--- config.mk ---
export PLATFORM = sky130hd
export DESIGN_NAME = adda_sram_recorder
export DESIGN_NICKNAME = d
export VERILOG_FILES = /design/src/rtl/adda_pkg.sv /design/src/rtl/adda_sram_recorder.sv
export SDC_FILE = /design/constraint.sdc
export NUM_CORES = 1
export LEC_CHECK = 0
export CORE_ASPECT_RATIO = 1.25
export CORE_UTILIZATION = 50
export CTS_BUF_LIST = sky130_fd_sc_hd__clkbuf_4
export DETAILED_ROUTE_END_ITERATION = 12
export HOLD_SLACK_MARGIN = 0.1
export PLACE_DENSITY = 0.76
export SLEW_MARGIN = 25
export SYNTH_ARGS = -nofsm -noshare
export SYNTH_HDL_FRONTEND = slang
export SYNTH_SLANG_ARGS = --single-unit
--- constraint.sdc ---
create_clock -name CLK32MHz -period 3.19 [get_ports CLK32MHz]
set_input_delay 0.4785 -clock CLK32MHz [delete_from_list [all_inputs] [get_ports CLK32MHz]]
set_output_delay 0.4785 -clock CLK32MHz [all_outputs]
set_load 0.01 [all_outputs]
--- src/rtl/adda_pkg.sv ---
// Shared types and default sizing for the AN108 ADC/DAC to async SRAM recorder.
package adda_pkg;

  localparam int unsigned ADDR_W   = 18;
  localparam int unsigned SAMPLE_W = 8;
  localparam logic [7:0]  IDLE_CODE = 8'h80;

  typedef enum logic [1:0] {
    IDLE = 2'd0,
    REC  = 2'd1,
    PLAY = 2'd2
  } state_e;

endpackage

--- src/rtl/adda_sram_recorder.sv ---
// Records the ADC byte stream into async SRAM (two samples per word) and plays
// it back to the DAC once or looped; SRAM is accessed every second cycle.
module adda_sram_recorder #(
  parameter int unsigned ADDR_W   = adda_pkg::ADDR_W,
  parameter int unsigned SAMPLE_W = adda_pkg::SAMPLE_W,
  parameter logic [SAMPLE_W-1:0] IDLE_CODE = SAMPLE_W'(adda_pkg::IDLE_CODE)
) (
  input  logic                  CLK32MHz,
  input  logic                  greset,
  input  logic                  start_rec,
  input  logic                  start_play,
  input  logic                  stop,
  input  logic                  loop_en,
  input  logic [ADDR_W:0]       rec_len,
  input  logic [SAMPLE_W-1:0]   ad,
  output logic [SAMPLE_W-1:0]   da,
  output logic                  busy,
  output logic [ADDR_W:0]       rec_words,
  output logic [ADDR_W-1:0]     ram_adr,
  output logic [2*SAMPLE_W-1:0] ram_dat_o,
  output logic                  ram_dat_oe,
  input  logic [2*SAMPLE_W-1:0] ram_dat_i,
  output logic                  ram_cs_n,
  output logic                  ram_oe_n,
  output logic                  ram_we_n,
  output logic                  ram_lb_n,
  output logic                  ram_ub_n
);
  import adda_pkg::*;

  localparam int unsigned PTR_W  = ADDR_W + 1;
  localparam int unsigned WORD_W = 2 * SAMPLE_W;
  localparam logic [PTR_W-1:0] ONE  = PTR_W'(1);
  localparam logic [PTR_W-1:0] FULL = PTR_W'(1) << ADDR_W;

  state_e              state_q, state_d;
  logic                phase_q, phase_d;
  logic [SAMPLE_W-1:0] ad_q, ad_d;
  logic [SAMPLE_W-1:0] lo_q, lo_d;
  logic [PTR_W-1:0]    ptr_q, ptr_d;
  logic                stop_q, stop_d;
  logic                done_q, done_d;
  logic [WORD_W-1:0]   rd_q, rd_d;
  logic                rd_valid_q, rd_valid_d;
  logic [SAMPLE_W-1:0] da_q, da_d;
  logic                cs_n_q, cs_n_d;
  logic                oe_n_q, oe_n_d;
  logic                we_n_q, we_n_d;
  logic                dat_oe_q, dat_oe_d;
  logic [ADDR_W-1:0]   adr_q, adr_d;
  logic [WORD_W-1:0]   dat_q, dat_d;
  logic [PTR_W-1:0]    rec_words_q, rec_words_d;
  logic                busy_q, busy_d;
  logic [PTR_W-1:0]    limit;

  // State and output registers
  always_ff @(posedge CLK32MHz) begin
    if (greset) begin
      state_q     <= IDLE;
      phase_q     <= 1'b0;
      ad_q        <= '0;
      lo_q        <= '0;
      ptr_q       <= '0;
      stop_q      <= 1'b0;
      done_q      <= 1'b0;
      rd_q        <= '0;
      rd_valid_q  <= 1'b0;
      da_q        <= IDLE_CODE;
      cs_n_q      <= 1'b1;
      oe_n_q      <= 1'b1;
      we_n_q      <= 1'b1;
      dat_oe_q    <= 1'b0;
      adr_q       <= '0;
      dat_q       <= '0;
      rec_words_q <= '0;
      busy_q      <= 1'b0;
    end else begin
      state_q     <= state_d;
      phase_q     <= phase_d;
      ad_q        <= ad_d;
      lo_q        <= lo_d;
      ptr_q       <= ptr_d;
      stop_q      <= stop_d;
      done_q      <= done_d;
      rd_q        <= rd_d;
      rd_valid_q  <= rd_valid_d;
      da_q        <= da_d;
      cs_n_q      <= cs_n_d;
      oe_n_q      <= oe_n_d;
      we_n_q      <= we_n_d;
      dat_oe_q    <= dat_oe_d;
      adr_q       <= adr_d;
      dat_q       <= dat_d;
      rec_words_q <= rec_words_d;
      busy_q      <= busy_d;
    end
  end

  // Next state; outputs are computed one cycle ahead so every pin is a flop
  always_comb begin
    state_d     = state_q;
    phase_d     = ~phase_q;
    ad_d        = ad;
    lo_d        = lo_q;
    ptr_d       = ptr_q;
    stop_d      = stop_q;
    done_d      = done_q;
    rd_d        = rd_q;
    rd_valid_d  = rd_valid_q;
    da_d        = da_q;
    cs_n_d      = cs_n_q;
    oe_n_d      = oe_n_q;
    we_n_d      = we_n_q;
    dat_oe_d    = dat_oe_q;
    adr_d       = adr_q;
    dat_d       = dat_q;
    rec_words_d = rec_words_q;
    busy_d      = busy_q;
    limit       = (rec_len == '0 || rec_len > FULL) ? FULL : rec_len;

    case (state_q)
      IDLE: begin
        phase_d = 1'b0;
        if (start_rec) begin
          state_d  = REC;
          ptr_d    = '0;
          stop_d   = 1'b0;
          done_d   = 1'b0;
          dat_oe_d = 1'b1;
          busy_d   = 1'b1;
        end else if (start_play && rec_words_q != '0) begin
          state_d    = PLAY;
          ptr_d      = '0;
          adr_d      = '0;
          cs_n_d     = 1'b0;
          oe_n_d     = 1'b0;
          done_d     = 1'b0;
          rd_valid_d = 1'b0;
          busy_d     = 1'b1;
        end
      end

      REC: begin
        if (stop) stop_d = 1'b1;
        if (!phase_q) begin
          lo_d   = ad_q;
          cs_n_d = 1'b1;
          we_n_d = 1'b1;
        end else if (done_q) begin
          // Last word has had its write cycle and its hold cycle
          state_d     = IDLE;
          rec_words_d = ptr_q;
        end else begin
          adr_d  = ptr_q[ADDR_W-1:0];
          dat_d  = {ad_q, lo_q};
          cs_n_d = 1'b0;
          we_n_d = 1'b0;
          ptr_d  = ptr_q + ONE;
          done_d = stop_q || stop || (ptr_q + ONE == limit);
        end
      end

      PLAY: begin
        if (stop) begin
          state_d = IDLE;
        end else if (!phase_q) begin
          if (rd_valid_q) da_d = rd_q[SAMPLE_W-1:0];
          else if (done_q) state_d = IDLE;
        end else begin
          if (rd_valid_q) da_d = rd_q[WORD_W-1:SAMPLE_W];
          rd_valid_d = !cs_n_q;
          if (!cs_n_q) begin
            rd_d = ram_dat_i;
            if (ptr_q == rec_words_q - ONE) begin
              if (loop_en) begin
                ptr_d = '0;
              end else begin
                cs_n_d = 1'b1;
                oe_n_d = 1'b1;
                done_d = 1'b1;
              end
            end else begin
              ptr_d = ptr_q + ONE;
            end
            adr_d = ptr_d[ADDR_W-1:0];
          end
        end
      end

      default: state_d = IDLE;
    endcase

    if (state_d == IDLE) begin
      da_d       = IDLE_CODE;
      cs_n_d     = 1'b1;
      oe_n_d     = 1'b1;
      we_n_d     = 1'b1;
      dat_oe_d   = 1'b0;
      adr_d      = '0;
      dat_d      = '0;
      busy_d     = 1'b0;
      rd_valid_d = 1'b0;
    end
  end

  assign da         = da_q;
  assign busy       = busy_q;
  assign rec_words  = rec_words_q;
  assign ram_adr    = adr_q;
  assign ram_dat_o  = dat_q;
  assign ram_dat_oe = dat_oe_q;
  assign ram_cs_n   = cs_n_q;
  assign ram_oe_n   = oe_n_q;
  assign ram_we_n   = we_n_q;
  assign ram_lb_n   = 1'b0;
  assign ram_ub_n   = 1'b0;

endmodule

==> metrics.txt <==
outcome complete, no violations; NetSw 0.845 mW; crit-path cells ha_1 -> nand4_1 -> or4_4 -> xnor2_1 -> or4b_2 -> a21oi_1 -> o2111ai_1 -> nor4_2 -> buf_4 -> o31a_1; min cycle time layout 3.10 ns; clk root buf clkbuf_4; H-Tree Depth 4; grt total ovfl 0; crit end category register; die area 14400 µm²; CTS tree done; placer congestion estimate 0.997; Switching Fraction 29.7%; hold_ws 0.282 ns; Top delay family on crit path simple AND/OR/NAND/NOR gates; Initial DRC Count 644; Reg2Reg Launch Point ptr_q[1]; #FFs+latches synth 123; ys async rst share 0%; Via density 5.98; Detail Route Antenna Nets 0; Hold Path Stages 3; area of the core 13400 µm²; post-synthesis sequential area ratio 35.4%; CP required 3.71 ns; Worst Setup Start Kind register; Vert. Die Dim 134 µm; initial antenna violation count 1; CTS buffer count 17; Setup violations, final 0; Area growth, synth to finish 27.8%; Longest Clk Path Bufs 2; Core Rows 47; WP data arrival 3.62 ns; worst vdd ir 0.000204 V; Worst Path Buf+Inv 1; YS warnings 0; Fin. Hold Viols 0; clock sinks 123; Post-Synthesis Cells 907; Ports 117; Max Fclk 322 MHz; final-report max-slew violation count 0; vias after detailed routing 7405; R2R cell count 10; Synth Flop Type dfxtp_1; first-pass GRT wire length 35000 µm; Routed WL 21900 µm; wire length per cell 17.7 µm; syn avg cell area 7.67 µm²; Cell Area, Synth 6960 µm²; # nets final 1110; worst skew pair latency 0.57 ns; Final Cycle Share 97.3%; Worst Max-Slew Pin Slew 0.843 ns; P_int 2.00 mW; Initial Utilization 51.9%; total chip power 2.84 mW; commonest non-fill, non-tap cells in the layout 160 x nand2_1, 121 x dfxtp_1, 113 x clkdlybuf4s50_1; worst hold path type in -> reg; CP max-delay cell or4b_2; Yosys cell types 82; number of remaining DRC errors 0; delay of the slowest cell on the worst path 0.63 ns; EDFF count, synth 0; GR Util All Layers 31.2%; Leakage 3.07 nW; Worst Hold End state_q[1]; PwrDens 320 nW/µm²; CP max FO 2; HPWL Detailed 16100 µm; Reg power frac 55.1%; die width 108 µm; vias in the first global route 7009; Reg2Reg Setup Slack 0.09 ns; max-cap violations 0; number of port buffers 114; FILL cells 1240; origin of the worst min-delay path greset; most common library cell in the layout ignoring fill and taps nand2_1; largest net degree at the start of global routing 49; layout cells sized above 1 13.2%; clock skew 0.0142 ns; Slew headroom 43.7%; CTS clk-pin slew, worst paths 0.11 ns; reg2reg end done_q; Detailed Routing Iterations Pass 1 6; Comb pwr share 11.6%; critical path class reg -> reg; Clock power frac 33.3%
-- cells in the mapped netlist (all sizes together), types with 6 or more instances --
cell    number  area [µm²]
o22ai        7        50.1
or4          7        60.1
clkbuf      47         176
xnor2       37         324
nand3       26         130
a21oi       93         465
nand2      160         601
nor3        18         100
a31oi       12        75.1
ha           7        87.6
nor2b       15        93.8
nand4        9        56.3
and3         6        37.5
buf         17         101
nor4        18         143
o21ai       49         245
nor2        58         220
inv         30         113
dfxtp      123        2460
mux2i       10         100
xor2        10        87.6
nand2b       8        50.1
a211oi      18         135
a22oi       16         120
-- worst reg2reg max path, stage by stage, from the launching register on --
cell       delay, ns
dfxtp_1         0.36
ha_1            0.19
nand4_1         0.19
or4_4           0.48
xnor2_1         0.17
or4b_2          0.63
a21oi_1         0.22
o2111ai_1       0.17
nor4_2          0.35
buf_4           0.19
o31a_1          0.11
-- metal layers --
metal	part of all wire, %	global-route usage [%]	vias to the layer above
met1	39	36.8	3406
met2	48	52.1	368
met4	5.7	18.7	0
li1	-	-	3536
met5	0	0	-
met3	6.6	5.83	95
-- worst max-delay path by stage --
| stage | endpoint | start | slack (ns) | cells after the start |
|---|---|---|---|---|
| 2_1_floorplan | done_q | ptr_q[1] | 0.22 | 10 |
| 3_3_place_gp | done_q | ptr_q[0] | 0.11 | 10 |
| 3_5_place_dp | ptr_q[11] | rec_words[1] | 0.01 | 11 |
| 4_1_cts | done_q | ptr_q[1] | 0.02 | 10 |
| 5_1_grt | ram_adr[4] | rec_words[3] | -0.001 | 9 |
| 6_report | done_q | ptr_q[1] | 0.09 | 10 |
-- registers in the layout, indices dropped and copies added, names as in the netlist, 2 cells and up --
signal,flops
state_q,2
lo_q,8
ram_dat_o,16
da,8
ad_q,8
rec_words,19
rd_q,16
ram_adr,18
ptr_q,19
-- cell type report --
class                           instances  area (µm²)  area share (%)
Multi-Input combinational cell        691        4160            46.7
Sequential cell                       123        2460            27.7
Timing Repair Buffer                  191        1710            19.3
Tap cell                              171         214            2.41
Clock buffer                           17         128            1.44
Inverter                               30         113            1.27
Clock inverter                         14         101            1.14
Antenna cell                            1        2.50          0.0281
-- kinds of logic (layout without fill, tap and decap cells) --
kind of cell	count (synthesis)	after routing	share of synthesized area, %
AND/OR/NAND/NOR	359	359	25.4
AO/OA/AOI/OAI	264	264	24.5
flip-flops	123	123	35.4
buffers and inverters	94	252	5.61
XOR/XNOR	48	48	6.24
multiplexers	11	11	1.60
adder cells (fa/ha/maj)	7	7	1.26
other	1	3	0.0539
-- metrics by stage --
step | worst slack, ns | instances | utilization [%] | area (µm²) | TNS, ns
after floorplan | 0.223 | 908 | - | 6960 | 0
after global placement | 0.114 | 1205 | 64.2 | 8610 | 0
after detailed placement | 0.0120 | 1205 | 64.2 | 8610 | 0
after CTS | 0.0195 | 1236 | 65.9 | 8840 | 0
after global routing | -0.00106 | 1238 | 66.3 | 8890 | -0.00173
final | 0.0854 | 1238 | 66.3 | 8890 | 0
-- repair_timing --
item                                    CTS  global route
endpoints found under the setup margin    2            34
pin swaps                                 0             2
resized for setup                         1            10
setup buffers                             0             1
hold buffers                              0             0
-- power groups by stage --
stage,clock [mW],sequential (mW),combinational (mW)
final,0.946,1.57,0.330
after global routing,1.03,1.57,0.354
after CTS,0.964,1.57,0.324
after detailed placement,0,1.60,0.322
after global placement,0,1.60,0.322
after floorplan,0,1.60,0.169
Note: power is estimated with default switching activity, not from simulation.
